===== config.mk =====
export PLATFORM = sky130hd
export DESIGN_NAME = pipelined_shifter
export DESIGN_NICKNAME = d
export VERILOG_FILES = /design/src/rtl/pipelined_shifter.sv
export SDC_FILE = /design/constraint.sdc
export NUM_CORES = 1
export LEC_CHECK = 0
export ABC_AREA = 1
export BUFFER_PORTS_ARGS = -buffer_cell sky130_fd_sc_hd__buf_4
export CORE_MARGIN = 8
export CORE_UTILIZATION = 50
export CTS_CLUSTER_SIZE = 14
export DETAILED_ROUTE_END_ITERATION = 12
export PLACE_DENSITY = 0.72
export SYNTH_ARGS = -nofsm -noshare
export SYNTH_HDL_FRONTEND = slang
export SYNTH_SLANG_ARGS = --single-unit

===== constraint.sdc =====
create_clock -name clk -period 3.2 [get_ports clk]
set_input_delay 0.64 -clock clk [delete_from_list [all_inputs] [get_ports clk]]
set_output_delay 0.64 -clock clk [all_outputs]
set_load 0.01 [all_outputs]

===== src/rtl/pipelined_shifter.sv =====
// Pipelined barrel shifter: SHW = log2(WIDTH) registered stages, where stage k
// conditionally shifts by 2^k under bit k of the shift amount. A single global
// advance signal moves or freezes the whole pipe (valid/ready on both sides).
// Optional feature macro: SHIFTER_ROR_EN enables the rotate-right datapath for
// Mode 10; without it Mode 10 passes the operand through unchanged.
module pipelined_shifter #(
    parameter int WIDTH = 16,
    parameter int TAG_W = 4
) (
    input  logic                       clk,
    input  logic                       rst,
    input  logic                       In_Valid,
    output logic                       In_Ready,
    input  logic [WIDTH-1:0]           Shift_In,
    input  logic [$clog2(WIDTH)-1:0]   Shift_Val,
    input  logic [1:0]                 Mode,
    input  logic [TAG_W-1:0]           In_Tag,
    output logic                       Out_Valid,
    input  logic                       Out_Ready,
    output logic [WIDTH-1:0]           Shift_Out,
    output logic [TAG_W-1:0]           Out_Tag,
    output logic                       Out_Zero
);

    localparam int SHW = $clog2(WIDTH);

    localparam logic [1:0] MODE_SLL = 2'b00;
    localparam logic [1:0] MODE_SRA = 2'b01;
    localparam logic [1:0] MODE_ROR = 2'b10;
    localparam logic [1:0] MODE_SRL = 2'b11;

    // One stage of the barrel: shift by 2^k when en is set, else pass through.
    // SRA fills with the operand sign captured on entry, not the current MSB,
    // since after an SLL-free pipe the MSB already equals it but keeping the
    // captured bit makes the intent explicit and independent of stage order.
    function automatic logic [WIDTH-1:0] shift_stage(
        input logic [WIDTH-1:0] d,
        input int               k,
        input logic             en,
        input logic [1:0]       mode,
        input logic             sign
    );
        logic [WIDTH-1:0] r;
        logic [WIDTH-1:0] fill;
        int               sh;
        sh   = 1 << k;
        fill = ~({WIDTH{1'b1}} >> sh);
        r    = d;
        if (en) begin
            case (mode)
                MODE_SLL: r = d << sh;
                MODE_SRA: r = (d >> sh) | (sign ? fill : '0);
                MODE_SRL: r = d >> sh;
`ifdef SHIFTER_ROR_EN
                MODE_ROR: r = (d >> sh) | (d << (WIDTH - sh));
`endif
                default:  r = d;
            endcase
        end
        return r;
    endfunction

    // Per-stage pipeline registers (index k = output of stage k)
    logic [SHW-1:0]                 vld_q,  vld_d;
    logic [SHW-1:0][WIDTH-1:0]      data_q, data_d;
    logic [SHW-1:0][SHW-1:0]        amt_q,  amt_d;
    logic [SHW-1:0][1:0]            mode_q, mode_d;
    logic [SHW-1:0]                 sign_q, sign_d;
    logic [SHW-1:0][TAG_W-1:0]      tag_q,  tag_d;

    logic                           adv;

    // Stage-0 inputs are masked with In_Valid so bubbles carry zeros, which
    // keeps X off the outputs even if the producer leaves idle inputs floating.
    logic [WIDTH-1:0]               in_data;
    logic [SHW-1:0]                 in_amt;
    logic [1:0]                     in_mode;
    logic                           in_sign;
    logic [TAG_W-1:0]               in_tag;

    assign in_data = In_Valid ? Shift_In  : '0;
    assign in_amt  = In_Valid ? Shift_Val : '0;
    assign in_mode = In_Valid ? Mode      : MODE_SLL;
    assign in_sign = In_Valid & Shift_In[WIDTH-1];
    assign in_tag  = In_Valid ? In_Tag    : '0;

    // The whole pipe advances together unless a valid result is being held.
    assign adv      = ~Out_Valid | Out_Ready;
    assign In_Ready = adv;

    // Next state: hold everything by default, shift every stage on advance.
    always_comb begin
        vld_d  = vld_q;
        data_d = data_q;
        amt_d  = amt_q;
        mode_d = mode_q;
        sign_d = sign_q;
        tag_d  = tag_q;
        if (adv) begin
            vld_d[0]  = In_Valid;
            data_d[0] = shift_stage(in_data, 0, in_amt[0], in_mode, in_sign);
            amt_d[0]  = in_amt;
            mode_d[0] = in_mode;
            sign_d[0] = in_sign;
            tag_d[0]  = in_tag;
            for (int k = 1; k < SHW; k++) begin
                vld_d[k]  = vld_q[k-1];
                data_d[k] = shift_stage(data_q[k-1], k, amt_q[k-1][k],
                                        mode_q[k-1], sign_q[k-1]);
                amt_d[k]  = amt_q[k-1];
                mode_d[k] = mode_q[k-1];
                sign_d[k] = sign_q[k-1];
                tag_d[k]  = tag_q[k-1];
            end
        end
    end

    // Pipeline state; asynchronous reset discards everything in flight.
    always_ff @(posedge clk or posedge rst) begin
        if (rst) begin
            vld_q  <= '0;
            data_q <= '0;
            amt_q  <= '0;
            mode_q <= '0;
            sign_q <= '0;
            tag_q  <= '0;
        end else begin
            vld_q  <= vld_d;
            data_q <= data_d;
            amt_q  <= amt_d;
            mode_q <= mode_d;
            sign_q <= sign_d;
            tag_q  <= tag_d;
        end
    end

    assign Out_Valid = vld_q[SHW-1];
    assign Shift_Out = data_q[SHW-1];
    assign Out_Tag   = tag_q[SHW-1];
    assign Out_Zero  = ~|data_q[SHW-1];

endmodule


Word level (Yosys, flattened, before mapping)
Cells that the tools add are included.

Register bits: 105. Logic and storage cells: 53.

Eq/ne operators: 8. Mux-type cells: 16. Bitwise gates (word level): 7. Reduce and logical (&&, ||, !) cells: 6.

Operator list (number): 16-bit one-hot mux with 3 select lines (4); 16-bit 2-to-1 mux (9); 12-bit by 16-bit bitwise OR with 16-bit output (1); 14-bit by 16-bit bitwise OR with 16-bit output (1); 15-bit by 16-bit bitwise OR with 16-bit output (1); 8-bit by 16-bit bitwise OR with 16-bit output (1); 16-bit OR reduction (1); 2-bit by 1-bit == test with 1-bit output (second input constant) (4); 2-bit == test (second input constant) (4); 2-bit zero test (4); 4-bit 2-to-1 mux (2); 2-bit 2-to-1 mux (1); 1-bit AND (1); 1-bit zero test (1); 1-bit NOT (1); 1-bit bitwise OR (1).

Logic depth before layout (Yosys ltp)
Depth in word-level cells: 5. Depth in mapped cells: 8. Gate-level depth less buffers: 8.

Least setup slack after synthesis
Ideal clock, no wire load.

Path kind: input -> output. Start point: in Out_Ready. End point: out In_Ready. Data arrival time: 1.172 ns. Required time: 2.560 ns. Setup slack: 1.388 ns. Stages: 4. Path buffers: 2. Cells stage by stage: inv_1 -> nand2_2 -> buf_2 -> buf_2.

Longest elaborated chain between the ends: 1.

RTL lines: start: declaration (line 19) `input logic Out_Ready,`; 1-bit bitwise OR (line 88) `assign adv = ~Out_Valid | Out_Ready;`; end: declaration (line 13) `output logic In_Ready,`.

Every way passes these cells.

Worst setup path in the final report
Start point: reg data_q (netlist bit Shift_Out[4]). End point: out Out_Zero.

Longest elaborated chain between the ends: 2.

RTL lines: start: declaration (line 65) `logic [SHW-1:0][WIDTH-1:0] data_q, data_d;`; start signal: assignment (line 129) `data_q <= data_d;`; 16-bit OR reduction (line 140) `assign Out_Zero = ~|data_q[SHW-1];`; 1-bit zero test (line 140); end: declaration (line 22) `output logic Out_Zero`.

Every way passes these cells.

==> results.yml <==
setup_path:
  crit_path_start_kind: "flip-flop"
  r2r_cells: 5
  rr_endpoint: "Shift_Out[2]"
  slowest_stage: "dfrtp_1"
  worstPathCellList: "inv_1, nand2_1, nor3_1, nand3_1, nor2_1, buf_4"
  path_class: "flip-flop to output pin"
  r2r-start: "vld_q[3]"
  crit_path_max_fanout: 2
  required_ns: 2.56
  max_stage_delay_ns: 0.39
  reg2reg_slack_ns: 1.42
  critPathCaptureType: "output pin"
  worst_ep_arrival_time_ns: 1.37
power_and_ir_drop:
  pwr-share-clk: 0.162
  p_int_mw: 2.89
  cellPowerDensity_mw_per_mm2: 838
  peakVddDrop_mv: 0.350
  pwr-share-comb: 0.382
  p_leak_nw: 3.13
  power_switching_mw: 2.05
  pwr-share-seq: 0.456
  swShare: 0.415
  report.power.total_mw: 4.94
finish:
  mostFrequentLayoutCell: "nand2_1"
  instances_no_fill: 922
  layout-drive-gt1-share: 0.118
  antennaDiodeCount: 0
  areaGrowthSynthToFinish_pct: 8.60
  fin_nets: 807
  fin_area_sq_mm: 0.00589
  layout_common_cells: "nand2_1 (286), dfrtp_1 (99), nor2_1 (82)"
routing:
  finalWirelength_mm: 11.5
  vias: 4677
  viasPerCell: 5.07
  first_iter_violations: 280
  wl_per_cell_um: 12.4
  ant_nets: 0
  drtPass1Iterations: 5
  drc: 0
timing:
  fin_tns_setup_ns: 0
  finalHoldViolations: 0
  layout_min_cycle_time_ns: 2.01
  slew_viol_final: 0
  grt_setup_unrepaired: "no"
  finalCritPeriodShare: 0.628
  tightest_slew_ns: 0.688
  holdWs_ns: 0.310
  fmax_ghz: 0.498
  skew_ns: 0.00970
  worst_slew_margin_rel: 0.541
  setup_viol: 0
floorplanning:
  die_w_um: 120
  ios: 53
  rows: 38
  start_util: 0.507
  die-area_sq_mm: 0.0144
  die_h_um: 120
  core_area_sq_mm: 0.0107
logic_synthesis:
  syn_avg_cell_area_sq_um: 7.03
  syn-cell-area_sq_mm: 0.00543
  synth_area_leader_cell: "dfrtp_1"
  syn_inst: 772
  synth_seq_cells: 99
  yosysUniqueCellTypes: 20
  synth_area_leaders: "dfrtp_1 (46%), nand2_1 (20%), nand3_1 (6.7%), nor2_1 (5.7%), a21oi_1 (4.1%)"
  synth_top_area_frac: 0.456
  synth_warnings: 0
  synth-seq-area-share: 0.456
  synth_nets: 802
global_routing:
  grt_max_degree: 49
  grt_usage: 0.169
  antenna_found_initial: 0
  grt_pass1_vias: 4549
  grt_pass1_wl_mm: 20.7
  overflow: 0
clocking:
  post_cts_resized: 0
  cts.path.max_buffers: 2
  cts_tree: "built"
  clk_latency_ns: 0.36
  cts-htree-levels: 3
  clk_pin_slew_ns: 0.10
  cts_setup_buffers: 0
  cts.sinks: 99
  cts_buffers: 9
  cts-root-buf: "clkbuf_8"
  hold_buffers: 0
status:
  status: "complete, no violations"
placement:
  dp_hpwl_mm: 8.42
  gp_congestion: 0.934
  dpl.cell_count: 906
  io_buffers: 52
  place_area_sq_mm: 0.00569
job:
  max-cap-violations: 0
min_path:
  hp-class: "primary input to async pin"
==> routing by layer <==
| layer | vias to the layer above | part of all wire | wire length [um] | track usage |
|---|---|---|---|---|
| met5 | - | 0 | 0 | 0 |
| met1 | 2143 | 0.45 | 5220 | 0.209 |
| met3 | 13 | 0.041 | 476 | 0.0308 |
| met4 | 0 | 0.013 | 152 | 0.0609 |
| met2 | 115 | 0.49 | 5630 | 0.292 |
| li1 | 2406 | - | - | - |
==> flip-flops by register name, indices dropped and copies added, names as in the netlist <==
name and flops:
sign_q 3, Shift_Out 16, tag_q 12, vld_q 4
data_q 48, mode_q 6, Out_Tag 4, amt_q 6
==> logic make-up after synthesis <==
group	count (synthesis)	share of synthesized area
buffers and inverters	122	0.109
AOI/OAI and AO/OA	79	0.0752
DFF	99	0.456
and+or+nand+nor	472	0.359
==> critical path, delay by kind of cell, from the launching register on <==
| kind | cells | cell delay [ns] |
|---|---|---|
| flip-flops | 1 | 0.39 |
| buffers and inverters | 2 | 0.20 |
| AND/OR/NAND/NOR | 4 | 0.40 |
==> Yosys cell counts <==
cell type,number
buf_4,26
nand2_2,5
nand3b_1,8
nor3_1,1
inv_2,5
nor2_1,82
buf_1,1
buf_2,30
inv_1,54
a21oi_1,44
or2_2,2
nand2_1,286
nand4_1,12
dfrtp_1,99
o21ai_0,31
a31oi_1,1
nor2_2,3
nand3_1,73
clkbuf_1,6
o21ai_2,3
==> through the flow <==
step                      setup slack (ns)  utilization
after CTS                             1.15        0.551
after detailed placement             0.987        0.532
after global placement                1.05        0.532
after floorplan                       1.38            -
final                                 1.19        0.551
after global routing                  1.04        0.551
==> power by group through the flow <==
| stage | Clock (mW) | Sequential [mW] | Combinational, mW |
|---|---|---|---|
| finish | 0.801 | 2.25 | 1.89 |
| global route | 0.889 | 2.33 | 2.20 |
| CTS | 0.827 | 2.25 | 1.91 |
| detailed placement | 0 | 2.28 | 1.90 |
| global placement | 0 | 2.25 | 1.85 |
| floorplan | 0 | 2.07 | 1.67 |
==> layout make-up <==
cell class              count  area, sq um
clock buffers               9          124
clock inverters             7         77.6
fillers                  1057         4800
inverters                  59          225
multi-input cells         551         2360
flip-flops and latches     99         2480
well taps                 140          175
repair buffers             57          453
==> how the worst max path moves through the flow <==
| stage | startpoint | to | slack (ns) |
|---|---|---|---|
| 6_report | Shift_Out[4] | Out_Zero | 1.19 |
| 3_3_place_gp | Out_Ready | data_q[4] | 1.05 |
| 3_5_place_dp | Out_Ready | data_q[9] | 0.99 |
| 4_1_cts | Shift_Out[4] | Out_Zero | 1.15 |
| 5_1_grt | Shift_Out[5] | Out_Zero | 1.04 |
| 2_1_floorplan | rst | Out_Tag[0] | 1.38 |
Note: power is estimated with default switching activity, not from simulation.
